$ cat src/rtl/im_loader_pkg.sv
// Shared definitions for the instruction-memory loader: FSM encodings,
// error codes and the instruction-memory base address.
package im_loader_pkg;

  localparam logic [2:0] ST_IDLE   = 3'd0;
  localparam logic [2:0] ST_HDR_HI = 3'd1;
  localparam logic [2:0] ST_HDR_LO = 3'd2;
  localparam logic [2:0] ST_DATA   = 3'd3;
  localparam logic [2:0] ST_CKSUM  = 3'd4;
  localparam logic [2:0] ST_ERR    = 3'd5;

  localparam logic [1:0] ERR_NONE  = 2'd0;
  localparam logic [1:0] ERR_COUNT = 2'd1;
  localparam logic [1:0] ERR_CKSUM = 2'd2;

  localparam logic [31:0] IM_BASE = 32'h0000_3000;

  // States in which a stream byte may be accepted.
  function automatic logic accepts_bytes(input logic [2:0] st);
    return (st == ST_HDR_HI) || (st == ST_HDR_LO) || (st == ST_DATA) || (st == ST_CKSUM);
  endfunction

  // States in which the CPU is held in reset.
  function automatic logic holds_cpu(input logic [2:0] st);
    return accepts_bytes(st) || (st == ST_ERR);
  endfunction

endpackage

$ cat src/rtl/im_word_packer.sv
// Shifts stream bytes MSB-first into a 32-bit word and emits a registered
// one-cycle write strobe the clock after the fourth byte of each word.
module im_word_packer (
  input  logic        clk,
  input  logic        rst_n,
  input  logic        clr,
  input  logic        byte_en,
  input  logic [7:0]  byte_in,
  output logic [1:0]  lane,
  output logic        word_we,
  output logic [31:0] word
);

  logic [23:0] shift;

  always_ff @(posedge clk or negedge rst_n) begin
    if (!rst_n) begin
      shift   <= '0;
      lane    <= '0;
      word_we <= 1'b0;
      word    <= '0;
    end else begin
      word_we <= 1'b0;
      if (clr) begin
        shift <= '0;
        lane  <= '0;
      end else if (byte_en) begin
        shift <= {shift[15:0], byte_in};
        lane  <= lane + 2'd1;
        if (lane == 2'd3) begin
          word    <= {shift, byte_in};
          word_we <= 1'b1;
        end
      end
    end
  end

endmodule

$ cat src/rtl/im_loader.sv
// Loads a framed byte stream (count header, big-endian words, XOR checksum)
// into the instruction memory while holding the CPU in reset.
module im_loader #(
  parameter int MEM_WORDS = 256,
  parameter int ADDR_W    = 8
) (
  input  logic              clk,
  input  logic              rst_n,
  input  logic              load_start,
  input  logic              load_abort,
  input  logic              s_valid,
  input  logic [7:0]        s_data,
  output logic              s_ready,
  output logic              im_we,
  output logic [ADDR_W-1:0] im_waddr,
  output logic [31:0]       im_wdata,
  output logic              cpu_hold,
  output logic              load_done,
  output logic              load_err,
  output logic [1:0]        err_code
);

  import im_loader_pkg::*;

  logic [2:0]      state, state_nxt;
  logic [7:0]      cnt_hi;
  logic [15:0]     n_words;
  logic [ADDR_W:0] ptr;
  logic [7:0]      acc;
  logic [1:0]      lane;
  logic [15:0]     hdr_n;
  logic            hdr_bad;
  logic            xfer;
  logic            last_byte;
  logic            pk_en;
  logic            pk_clr;

  assign xfer      = s_valid & s_ready;
  assign hdr_n     = {cnt_hi, s_data};
  assign hdr_bad   = (hdr_n == 16'd0) || (hdr_n > 16'(MEM_WORDS));
  assign last_byte = (lane == 2'd3) && (16'(ptr) == n_words - 16'd1);
  assign pk_en     = xfer && (state == ST_DATA) && !load_abort;
  assign pk_clr    = load_abort || (state != ST_DATA);

  im_word_packer u_packer (
    .clk     (clk),
    .rst_n   (rst_n),
    .clr     (pk_clr),
    .byte_en (pk_en),
    .byte_in (s_data),
    .lane    (lane),
    .word_we (im_we),
    .word    (im_wdata)
  );

  always_comb begin
    state_nxt = state;
    if (load_abort) begin
      state_nxt = ST_IDLE;
    end else begin
      case (state)
        ST_IDLE:   if (load_start) state_nxt = ST_HDR_HI;
        ST_HDR_HI: if (xfer) state_nxt = ST_HDR_LO;
        ST_HDR_LO: if (xfer) state_nxt = hdr_bad ? ST_ERR : ST_DATA;
        ST_DATA:   if (xfer && last_byte) state_nxt = ST_CKSUM;
        ST_CKSUM:  if (xfer) state_nxt = (s_data == acc) ? ST_IDLE : ST_ERR;
        default:   state_nxt = ST_IDLE;
      endcase
    end
  end

  // s_ready/cpu_hold are registered from the next state so they line up with it.
  always_ff @(posedge clk or negedge rst_n) begin
    if (!rst_n) begin
      state     <= ST_IDLE;
      s_ready   <= 1'b0;
      cpu_hold  <= 1'b0;
      cnt_hi    <= '0;
      n_words   <= '0;
      ptr       <= '0;
      acc       <= '0;
      im_waddr  <= '0;
      load_done <= 1'b0;
      load_err  <= 1'b0;
      err_code  <= ERR_NONE;
    end else begin
      state     <= state_nxt;
      s_ready   <= accepts_bytes(state_nxt);
      cpu_hold  <= holds_cpu(state_nxt);
      load_done <= 1'b0;
      if (!load_abort) begin
        case (state)
          ST_IDLE: begin
            if (load_start) begin
              load_err <= 1'b0;
              err_code <= ERR_NONE;
            end
          end
          ST_HDR_HI: begin
            if (xfer) cnt_hi <= s_data;
          end
          ST_HDR_LO: begin
            if (xfer) begin
              n_words <= hdr_n;
              ptr     <= '0;
              acc     <= '0;
              if (hdr_bad) begin
                load_err <= 1'b1;
                err_code <= ERR_COUNT;
              end
            end
          end
          ST_DATA: begin
            if (xfer) begin
              acc <= acc ^ s_data;
              if (lane == 2'd3) begin
                im_waddr <= ptr[ADDR_W-1:0];
                ptr      <= ptr + 1'b1;
              end
            end
          end
          ST_CKSUM: begin
            if (xfer) begin
              if (s_data == acc) begin
                load_done <= 1'b1;
              end else begin
                load_err <= 1'b1;
                err_code <= ERR_CKSUM;
              end
            end
          end
          default: ;
        endcase
      end
    end
  end

endmodule

$ cat config.mk
export PLATFORM = sky130hd
export DESIGN_NAME = im_loader
export DESIGN_NICKNAME = d
export VERILOG_FILES = /design/src/rtl/im_loader_pkg.sv /design/src/rtl/im_word_packer.sv /design/src/rtl/im_loader.sv
export SDC_FILE = /design/constraint.sdc
export NUM_CORES = 1
export LEC_CHECK = 0
export ABC_AREA = 1
export BUFFER_PORTS_ARGS = -buffer_cell sky130_fd_sc_hd__clkbuf_2
export CAP_MARGIN = 15
export CORE_UTILIZATION = 25
export CTS_BUF_LIST = sky130_fd_sc_hd__clkbuf_16
export DETAILED_ROUTE_END_ITERATION = 12
export HOLD_SLACK_MARGIN = 0.02
export SETUP_SLACK_MARGIN = 0.3
export SKIP_CTS_REPAIR_TIMING = 1
export SLEW_MARGIN = 15
export SYNTH_ARGS = -nofsm -noshare
export SYNTH_HDL_FRONTEND = slang
export SYNTH_SLANG_ARGS = --single-unit
$ cat constraint.sdc
create_clock -name clk -period 1.74 [get_ports clk]
set_input_delay 0.174 -clock clk [delete_from_list [all_inputs] [get_ports clk]]
set_output_delay 0.174 -clock clk [all_outputs]
set_load 0.1 [all_outputs]
; After elaboration in Yosys (flattened, before gate mapping)
; Cells that the tools add are included.
[op_classes]
addsub = 3
magnitude_cmp = 1
bitwise = 4
n_mux = 39
n_eq_ne = 20
n_reduce_logical = 23
[ops]
columns = operator, n
row1 = 2-to-1 mux 24 bit, 2
row2 = 2-to-1 mux 9 bit, 3
row3 = 2-to-1 mux 3 bit, 8
row4 = one-hot mux 9 bit (2 select lines), 1
row5 = equality test 9 x 16 -> 1 bit, 1
row6 = "greater-than comparator 16 x 9 -> 1 bit, second input constant", 1
row7 = logical NOT 16 bit, 1
row8 = 2-to-1 mux 8 bit, 2
row9 = one-hot mux 8 bit (2 select lines), 1
row10 = "subtractor 16 x 1 -> 16 bit, second input constant", 1
row11 = one-hot mux 3 bit (5 select lines), 1
row12 = 2-to-1 mux 2 bit, 7
row13 = "inequality test 2 bit, second input constant", 7
row14 = "equality test 3 x 2 -> 1 bit, second input constant", 4
row15 = 2-to-1 mux 1 bit, 12
row16 = "adder 9 x 1 -> 9 bit, second input constant", 1
row17 = "equality test 3 bit, second input constant", 3
row18 = AND reduction 3 bit, 3
row19 = equality test 8 bit, 1
row20 = AND reduction 4 bit, 2
row21 = bitwise XOR 8 bit, 1
row22 = AND reduction 7 bit, 1
row23 = "equality test 3 x 1 -> 1 bit, second input constant", 2
row24 = logical OR 1 bit, 6
row25 = other kinds (13), 18
[totals]
output_inout_bits = 47
ff_bits = 117
input_bits = 13

; Depth between registers and ports, before layout
; Gate-level depths: netlist of the first run.
[depth]
word_depth = 12
depth_mapped = 17

; Modules after synthesis
; A second synthesis of the first run with hierarchy kept.
[hier_totals]
cells_unflattened = 731
hier_area_um2 = 5811.8
[by_module_without_submodules]
columns = mod, seq_area_each_um2, cells_per_inst, area_each_um2, instances
row1 = im_loader, 1451.4, 471, 3358.2, 1
row2 = im_word_packer, 1476.4, 260, 2453.6, 1

; Least setup slack after synthesis of the first run
; OpenSTA, ideal clock, no wires.
[synth_path]
path_kind = reg-to-reg
startpoint = register s_ready
endpoint = register u_packer.word[10]
path_buffers = 2
slack_ns = -0.528
stages_incl_launch_ff = 12
setup_time_ns = 0.132
synth_period_minus_slack_ns = 2.268
arrival_time_ns = 2.136
cell_sequence = dfrtp_1 -> nand2_2 -> inv_2 -> nand2_4 -> nor2_8 -> inv_2 -> nor2_4 -> inv_2 -> buf_4 -> buf_6 -> nand2_1 -> o21ai_1
[synth_via]
elab_chain_len = 4
[synth_rtl]
columns = element, line_no
row1 = from (decl), im_loader.sv:13  ; output logic s_ready,
row2 = from (signal assigned), im_loader.sv:88  ; s_ready <= accepts_bytes(state_nxt);
row3 = bitwise AND 1 bit, im_loader.sv:38  ; assign xfer = s_valid & s_ready;
row4 = logical AND 1 bit (2 in series), im_loader.sv:42  ; assign pk_en = xfer && (state == ST_DATA) && !load_abort;
row5 = AND reduction 3 bit (no source line), n/a
row6 = to (signal assigned), im_word_packer.sv:31  ; word <= {shift, byte_in};
row7 = to (decl), im_word_packer.sv:11  ; output logic [31:0] word
; No other way between the ends.
; A chain may end at the register's enable or synchronous reset.

; Final worst setup path of the first run
[layout_path]
startpoint = register n_words[0]
endpoint = register state[2]
[layout_via]
elab_chain_len = 7
[layout_rtl]
columns = element, line_no
row1 = from (decl), im_loader.sv:27  ; logic [15:0] n_words;
row2 = from (signal assigned), im_loader.sv:104  ; n_words <= hdr_n;
row3 = subtractor 16 x 1 -> 16 bit, im_loader.sv:41  ; assign last_byte = (lane == 2'd3) && (16'(ptr) == n_words - 16'd1);
row4 = equality test 9 x 16 -> 1 bit, im_loader.sv:41
row5 = logical AND 1 bit, im_loader.sv:41
row6 = logical AND 1 bit, im_loader.sv:65  ; ST_DATA: if (xfer && last_byte) state_nxt = ST_CKSUM;
row7 = 2-to-1 mux 3 bit, im_loader.sv:65
row8 = one-hot mux 3 bit (5 select lines), im_loader.sv:61  ; case (state)
row9 = 2-to-1 mux 3 bit, im_loader.sv:58  ; if (load_abort) begin
row10 = net state_nxt[2], im_loader.sv:25  ; logic [2:0] state, state_nxt;
row11 = to (signal assigned), im_loader.sv:87  ; state <= state_nxt;
row12 = to (decl), im_loader.sv:25
; The timed path passes the listed nets, and every way through them passes these cells.

==> impl_metrics.toml, run 1 <==
[run_status]
status = "finished, violations left"
violations = "setup timing"

[sta]
fin_tns_setup_ns = -0.812
setup_slack_ns = -0.219
fmax_mhz = 510
fin_crit_ns = 1.96
worstMarginPinSlew_ns = 0.563
slew_headroom = 0.626
setup_viol = 5
hold_violations = 0
fin_skew_ns = 0.00879
drv_slew = 0
rsz0062_at_grt = "true"
finalCritPeriodShare = 1.13

[pwr]
peakVddDrop_mv = 0.747
power_density_nw_per_um2 = 1220
power.leakage_nw = 3.66

[global_route]
antenna_found_initial = 0
grt_pass1_wl_um = 23200
grt_pass1_vias = 4368
grt_max_degree = 54
grt_overflow = 0
track_usage = 0.137

[critical_path]
arrival_ns = 2.33
worstPathRequired_ns = 2.11
regToRegStartpoint = "n_words[0]$_DFFE_PN0P_"
path_class = "register to register"
reg2reg_setup_slack_ns = -0.22
reg2reg_depth = 15
worstPathMaxFanout = 5
cp-endpoint = "state[2]$_DFF_PN0_"
cp-end-kind = "register"
r2r-end = "state[2]$_DFF_PN0_"
cp-start-kind = "register"
crit_start = "n_words[0]$_DFFE_PN0P_"

[cts]
worstSkewPairLatency_ns = 0.42
cts_sinks = 117
cts_buffers = 17
cts-htree-levels = 4
clk_pin_slew_ns = 0.06
root_buffer = "clkbuf_16"
cts_tree = "built"
clockBufferDepth = 2

[synthesis]
syn_nets = 670
yosysWarnings = 0
synthFlopType = "dfrtp_1"
ys_async_sr_fraction = 1.00
synth_area_leaders = "dfrtp_1, nand2_1, o21ai_0, inv_1, o21ai_1"
synth_area_um2 = 5470
synth_edf_count = 0
synth_top_area_cell = "dfrtp_1"
syn_inst = 654
yosysSeqAreaShare = 0.535
synth_area_per_cell_um2 = 8.36
ys_types = 39
ys_ff_latch = 117
synth_top_cell_area_share = 0.535

[place]
io_buffer_count = 59
place_ws_ns = -0.236
gp_congestion = 0.857
hpwl_um = 10700

[die]
initial_core_util = 0.258
chipHeight_um = 150
fp-row-count = 53
die_x_um = 150
core_area_um2 = 21200
pin_count = 60
dieArea_um2 = 22500

[hold_path]
hp-class = "primary input to register"

[route]
ant_nets = 0
via_per_inst = 4.41
drcViolationCount = 0
drtPass1Iterations = 4
num_vias = 4708
wirelength_um = 14900
drtIter0Drc = 352
wl_per_cell_um = 14.0

[finish]
synthToLayoutAreaGrowth_pct = 34.2
drive_gt1_frac = 0.278
regArea_um2 = 2930
nNetsFinal = 795
multi_input_area_um2 = 2230
utilization = 0.346
n_antenna_cell = 0
nFillCells = 2211

[run]
drv_cap = 0
[logic make-up (layout without fill, tap and decap cells)]
family | after synthesis | in the layout | synth area share
flip-flops | 117 | 117 | 0.535
XOR/XNOR | 14 | 14 | 0.0224
buffers and inverters | 95 | 233 | 0.0725
AO/OA/AOI/OAI | 115 | 115 | 0.109
adder cells (fa/ha/maj) | 3 | 3 | 0.00687
AND/OR/NAND/NOR | 310 | 310 | 0.254
[worst max-delay path, stage by stage, from the launching register on]
cell and delay, ns:
dfrtp_1 0.38, inv_2 0.10, ha_4 0.17, nand3_4 0.11, nor2_4 0.17, nand2_1 0.08, nand2_2 0.09, nand2_1 0.05
nor2_1 0.09, nand3_1 0.10, nor2_2 0.15, nand3_1 0.08, nand2_1 0.10, nand2_2 0.07, buf_4 0.14, inv_2 0.03
[sequential cells by signal, indices dropped and copies added (netlist names), 3 cells and up]
| name | cells |
|---|---|
| acc | 8 |
| cnt_hi | 8 |
| im_waddr | 8 |
| n_words | 16 |
| ptr | 9 |
| state | 3 |
| u_packer.shift | 24 |
| u_packer.word | 32 |
[how the worst min path moves through the flow]
stage / cells after the start / start / slack (ns) / to
global placement: 1 / rst_n / 0.14 / u_packer.word[14]$_DFFE_PN0P_
finish: 3 / s_data[5] / 0.07 / n_words[5]$_DFFE_PN0P_
detailed placement: 1 / rst_n / 0.14 / u_packer.word[14]$_DFFE_PN0P_
CTS: 1 / rst_n / -0.30 / u_packer.word[14]$_DFFE_PN0P_
floorplan: 0 / rst_n / -0.12 / acc[0]$_DFFE_PN0P_
global route: 3 / s_data[5] / 0.09 / n_words[5]$_DFFE_PN0P_
[area by class of cell]
cell class | count | share of cell area
flip-flops and latches | 117 | 0.400
multi-input cells | 442 | 0.304
repair buffers | 126 | 0.123
clock buffers | 17 | 0.0580
well taps | 275 | 0.0469
inverters | 75 | 0.0397
clock inverters | 15 | 0.0290
[layer usage]
layer  GRT usage  part of all wire  up-vias  wire length, um
met2       0.198              0.45       97             6710
met4      0.0535             0.017        0              258
met3      0.0305             0.040       21              591
met1       0.198              0.49     2233             7380
met5           0                 0        -                0
li1            -                 -     2357                -
[placed cells by master, fill, tap and decap left out, types with 2 or more instances in the layout]
cell type | synthesis | routed
buf_4 | 2 | 57
xor2_1 | 8 | 7
nand2_4 | 1 | 2
nor2_4 | 4 | 6
inv_1 | 58 | 56
nor3_1 | 8 | 7
nand4_1 | 6 | 6
dfrtp_1 | 117 | 116
bufinv_16 | 0 | 5
ha_1 | 3 | 2
buf_6 | 3 | 4
clkinv_4 | 0 | 2
xnor2_1 | 6 | 6
o22ai_1 | 6 | 6
nor2_2 | 12 | 17
buf_2 | 8 | 25
clkinv_1 | 1 | 2
clkinvlp_4 | 0 | 3
nor2_1 | 41 | 34
clkinv_2 | 0 | 3
o21ai_1 | 41 | 49
buf_12 | 0 | 5
a21oi_1 | 7 | 7
clkbuf_2 | 0 | 32
inv_2 | 16 | 16
o21ai_0 | 56 | 48
nand2_1 | 186 | 184
nand3_1 | 35 | 34
nand2_2 | 8 | 9
inv_4 | 0 | 2
clkbuf_16 | 0 | 18
[cells in the mapped netlist, types with 4 or more instances]
library cell	count
clkbuf_1	6
nor3_1	8
xor2_1	8
dfrtp_1	117
o21ai_1	41
nor2_2	12
nor2_4	4
xnor2_1	6
a21oi_1	7
nor2_1	41
o21ai_0	56
nand4_1	6
nand3_1	35
nand2_2	8
buf_2	8
nand2_1	186
inv_1	58
o22ai_1	6
inv_2	16
[report_power, final]
part	total (mW)	switching (mW)	internal, mW
logic	1.88	1.16	0.720
clock network	3.79	1.27	2.52
registers	3.28	0.274	3.00
[metrics by stage]
stage	instance area, um2	hold WS, ns	instances	power [mW]
finish	7340	0.0689	1067	8.94
floorplan	5570	-0.122	654	4.39
global route	7340	0.0869	1067	9.37
CTS	7200	-0.302	1060	8.95
detailed placement	6560	0.143	1028	5.14
global placement	6560	0.145	1028	5.12
Note: power is estimated with default switching activity, not from simulation.
==> run 2: changes to the inputs <==
clock period = 1.8 ns   (was 1.74 ns; I/O delays follow)
==> run 2 against run 1 <==
Against the previous run:
- the run still ends with setup timing left
- clock skew down 0.0017 ns
- clock power down 23%
- sequential power decreased by 3%
- cell area increased by 1.8%
- routed wire length about the same
- largest cell class unchanged
- register-to-register slack better by 0.06 ns
- via count grew 0.64%
- combinational power is 4% lower
- critical path depth up 1
- non-clock buffer count is 1 higher
==> impl_metrics.toml, run 2 (synthesis results as in run 1) <==
[route]
via_per_inst = 4.43
drtIter0Drc = 281
ant_nets = 0
wirelength_um = 15000
drtPass1Iterations = 4
drcViolationCount = 0
num_vias = 4738
wl_per_cell_um = 14.0

[finish]
n_antenna_cell = 0
nNetsFinal = 798
largest_reg_flops = 32
regMostFlops = "u_packer.word"
design_area_um2 = 7470
final_common_cell = "nand2_1"
drive_gt1_frac = 0.322
final_cell_mix = "nand2_1, dfrtp_1, inv_1"
synthToLayoutAreaGrowth_pct = 36.6
nFillCells = 2189
reg_top3 = "u_packer.word x32, u_packer.shift x24, n_words x16"

[pwr]
seqPwrFrac = 0.402
p_clk_frac = 0.369
switchingPower_mw = 2.54
power_frac_comb = 0.229
power.leakage_nw = 3.66
p_int_mw = 5.38
swShare = 0.321
power_density_nw_per_um2 = 1060
finalPower_mw = 7.93
peakVddDrop_mv = 0.768

[run]
drv_cap = 0

[hold_path]
min_from = "s_data[5]"
holdPathEnd = "n_words[5]$_DFFE_PN0P_"
hp-class = "primary input to register"
hold_depth = 3

[critical_path]
worstPathRequired_ns = 2.10
reg2reg_depth = 16
worstPathMaxFanout = 5
reg2reg_setup_slack_ns = -0.16
r2r-end = "s_ready$_DFF_PN0_"
regToRegStartpoint = "n_words[0]$_DFFE_PN0P_"
path_cells = "inv_2 -> ha_4 -> nand3_4 -> buf_4 -> nand2_1 -> nand2_1 -> nand2_2 -> nand2_1 -> nor2_1 -> nand3_1 -> nor2_1 -> nand3_1 -> nand2_1 -> nand2_2 -> nand2_2 -> nand2_1"
critical-path-slowest-cell = "dfrtp_1"
crit_top_cell = "nand2_1"
path_class = "register to register"
cp-end-kind = "register"
crit_path_max_incr_delay_ns = 0.39
arrival_ns = 2.26
cp-start-kind = "register"

[place]
io_buffer_count = 59
hpwl_um = 10400
placed_cell_area_um2 = 6400
gp_congestion = 0.884

[die]
die_x_um = 150
core_area_um2 = 21200
dieArea_um2 = 22500
fp-row-count = 53
pin_count = 60
initial_core_util = 0.258
chipHeight_um = 150

[run_status]
violations = "setup timing"
status = "finished, violations left"

[sta]
fin_tns_setup_ns = -0.611
setup_slack_ns = -0.160
setup_viol = 5
drv_slew = 0
hold_violations = 0
finalCritPeriodShare = 1.09
slew_headroom = 0.624
fin_skew_ns = 0.00713
hold_slack_ns = 0.0779
fmax_mhz = 510
rsz0062_at_grt = "true"
fin_crit_ns = 1.96
worstMarginPinSlew_ns = 0.567

[cts]
cts_sinks = 117
clk_pin_slew_ns = 0.06
cts-htree-levels = 4
root_buffer = "clkbuf_16"
worstSkewPairLatency_ns = 0.41
clockBufferDepth = 2
cts_tree = "built"
cts_buffers = 17

[global_route]
track_usage = 0.134
antenna_found_initial = 0
grt_max_degree = 54
grt_pass1_vias = 4419
grt_pass1_wl_um = 23000
grt_overflow = 0
## run 2: power by group through the flow
stage | sequential, mW | combinational (mW) | clock, mW
after floorplan | 3.29 | 0.952 | 0
after global placement | 3.20 | 1.62 | 0
after detailed placement | 3.20 | 1.63 | 0
after CTS | 3.16 | 1.64 | 2.97
after global routing | 3.23 | 2.03 | 3.10
final | 3.19 | 1.81 | 2.92
## run 2: through the flow
| step | utilization | worst slack, ns | cells |
|---|---|---|---|
| detailed placement | 0.302 | -0.0709 | 1012 |
| floorplan | - | 0.0212 | 654 |
| global route | 0.352 | -0.305 | 1069 |
| global placement | 0.302 | -0.0730 | 1012 |
| finish | 0.352 | -0.160 | 1069 |
| CTS | 0.325 | -0.0894 | 1043 |
## run 2: how the worst max path moves through the flow
stage	start	cells after the start	endpoint
5_1_grt	n_words[0]$_DFFE_PN0P_	17	s_ready$_DFF_PN0_
4_1_cts	n_words[0]$_DFFE_PN0P_	15	s_ready$_DFF_PN0_
6_report	n_words[0]$_DFFE_PN0P_	16	s_ready$_DFF_PN0_
3_3_place_gp	n_words[0]$_DFFE_PN0P_	17	cpu_hold$_DFF_PN0_
3_5_place_dp	n_words[1]$_DFFE_PN0P_	17	cpu_hold$_DFF_PN0_
2_1_floorplan	s_ready$_DFF_PN0_	11	ptr[8]$_DFFE_PN0P_
## run 2: area by class of cell
class / instances / area [um2] / area share
sequential: 117 / 2930 / 0.393
timing repair inverter: 1 / 16.3 / 0.00218
timing repair buffer: 127 / 928 / 0.124
tap: 275 / 344 / 0.0461
clock buffer: 17 / 425 / 0.0570
multi-input combinational: 443 / 2430 / 0.326
clock inverter: 14 / 81.3 / 0.0109
inverter: 75 / 307 / 0.0410
## run 2: critical path: cells and delay by family (launching register included)
family / cells / cell delay [ns]
and+or+nand+nor: 13 / 1.03
adders and majority gates: 1 / 0.17
buffers and inverters: 2 / 0.26
DFF: 1 / 0.39
## run 2: metal layers
metal  up-vias  GRT usage  wire length [um]
met2        92      0.191              6710
li1       2366          -                 -
met4         0     0.0545               189
met5         -          0                 0
met3        12     0.0287               551
met1      2268      0.194              7500
==> run 3: changes to the inputs <==
CAP_MARGIN = default   (was 15)
CTS_BUF_LIST = default   (was sky130_fd_sc_hd__clkbuf_16)
==> run 3 against run 2 <==
Against the previous run:
- the run still ends with setup timing left
- clock skew rose by 0.0048 ns
- clock-buffer cell count rose by 11
- die area did not move
- setup slack got worse by 0.019 ns
- non-clock buffer count fell by 1
- cell area fell by 0.52%
- via count fell by 0.44%
- first-iteration DRC count fell by 4.3%
- clock power rose by 11%
- sequential power barely moved
- critical endpoint is now cpu_hold$_DFF_PN0_
- largest cell class unchanged
==> impl_metrics.toml, run 3 (synthesis results as in run 1) <==
[critical_path]
arrival_ns = 2.28
path_cells = "inv_2 -> ha_4 -> nand3_4 -> buf_4 -> nand2_1 -> nand2_1 -> nand2_2 -> nand2_1 -> nor2_1 -> nand3_1 -> nor2_1 -> nand3_1 -> nand2_1 -> nand2_2 -> nand2_2 -> nand2_1"
cp-start-kind = "register"
worstPathMaxFanout = 5
crit_top_cell = "nand2_1"
critical-path-slowest-cell = "dfrtp_1"
cp-end-kind = "register"
crit_path_max_incr_delay_ns = 0.39
worstPathRequired_ns = 2.10
path_class = "register to register"

[finish]
n_antenna_cell = 0
nFillCells = 2191
final_cell_mix = "nand2_1, dfrtp_1, clkbuf_2, buf_4, inv_1"
regMostFlops = "u_packer.word"
reg_top3 = "u_packer.word x32, u_packer.shift x24, n_words x16"
drive_gt1_frac = 0.314
design_area_um2 = 7430
nNetsFinal = 797
final_cells = 1068
final_common_cell = "nand2_1"
largest_reg_flops = 32
synthToLayoutAreaGrowth_pct = 35.9

[route]
via_per_inst = 4.42
wl_per_cell_um = 13.9
drtPass1Iterations = 5
wirelength_um = 14900
num_vias = 4717
drcViolationCount = 0
drtIter0Drc = 269
ant_nets = 0

[global_route]
grt_max_degree = 54
antenna_found_initial = 0
grt_pass1_wl_um = 23000
grt_overflow = 0
track_usage = 0.134
grt_pass1_vias = 4410

[die]
core_area_um2 = 21200
pin_count = 60
initial_core_util = 0.258
fp-row-count = 53
dieArea_um2 = 22500
chipHeight_um = 150
die_x_um = 150

[cts]
cts_sinks = 117
cts-htree-levels = 4
clk_pin_slew_ns = 0.05
root_buffer = "clkbuf_16"
cts_buffers = 17
worstSkewPairLatency_ns = 0.42
clockBufferDepth = 2
cts_tree = "built"

[hold_path]
hp-class = "primary input to register"

[sta]
fmax_mhz = 505
finalCritPeriodShare = 1.10
hold_slack_ns = 0.0895
fin_crit_ns = 1.98
slew_headroom = 0.623
setup_slack_ns = -0.180
rsz0062_at_grt = "true"
hold_violations = 0
fin_skew_ns = 0.0119
drv_slew = 0
worstMarginPinSlew_ns = 0.568
setup_viol = 5

[place]
gp_congestion = 0.884
placed_cell_area_um2 = 6400
io_buffer_count = 59
dp_cells = 1012
hpwl_um = 10400
place_ws_ns = -0.0709

[pwr]
swShare = 0.310
peakVddDrop_mv = 0.855
p_clk_frac = 0.393
switchingPower_mw = 2.55
power.leakage_nw = 3.63
power_density_nw_per_um2 = 1100
finalPower_mw = 8.20
seqPwrFrac = 0.388
power_frac_comb = 0.219
p_int_mw = 5.66

[run]
drv_cap = 0

[run_status]
status = "finished, violations left"
violations = "setup timing"
-- run 3: cell count changes in the layout (fill, tap and decap cells not counted), sizes merged --
cell    previous run  this run
buf               67        66
clkbuf            76        87
clkinv            11         3
inv               78        75
-- run 3: per-layer routing --
layer  wire length, um  track usage
met3               611       0.0296
met1              7480        0.194
met2              6610        0.192
met5                 0            0
met4               163       0.0485
-- run 3: layout make-up --
cell class	count	area, um2	share of cell area
Clock buffer	28	527	0.0709
Timing Repair inverter	1	6.26	0.000842
Tap cell	275	344	0.0463
Sequential cell	117	2930	0.395
Multi-Input combinational cell	443	2390	0.321
Inverter	75	302	0.0406
Clock inverter	3	40.0	0.00539
Timing Repair Buffer	126	892	0.120
-- run 3: worst max-delay path, delay by kind of cell (launching register included) --
family / cells / cell delay (ns)
simple gates: 13 / 1.04
flops: 1 / 0.39
buf+inv: 2 / 0.26
fa+ha+maj: 1 / 0.17
-- run 3: power by group through the flow --
stage	registers (mW)	logic, mW	clock network (mW)
CTS	3.16	1.64	3.27
floorplan	3.29	0.952	0
detailed placement	3.20	1.63	0
finish	3.18	1.79	3.23
global route	3.23	2.01	3.40
global placement	3.20	1.62	0
-- run 3: worst paths after layout --
path	startpoint	to	slack, ns	cells after the start
worst max-delay path	n_words[0]$_DFFE_PN0P_	cpu_hold$_DFF_PN0_	-0.18	16
worst min-delay path	s_data[5]	n_words[5]$_DFFE_PN0P_	0.09	3
worst max register to register	n_words[0]$_DFFE_PN0P_	cpu_hold$_DFF_PN0_	-0.18	16
worst min register to register	im_waddr[7]$_DFFE_PN0P_	im_waddr[7]$_DFFE_PN0P_	0.47	2
max in group asynchronous	rst_n	acc[1]$_DFFE_PN0P_	0.85	3
min in group asynchronous	rst_n	u_packer.shift[11]$_DFFE_PN0P_	0.29	2
-- run 3: metrics by stage --
| step | util | TNS [ns] |
|---|---|---|
| 3_3_place_gp | 0.302 | -0.204 |
| 4_1_cts | 0.328 | -0.264 |
| 2_1_floorplan | - | 0 |
| 3_5_place_dp | 0.302 | -0.196 |
| 5_1_grt | 0.350 | -1.41 |
| 6_report | 0.350 | -0.677 |
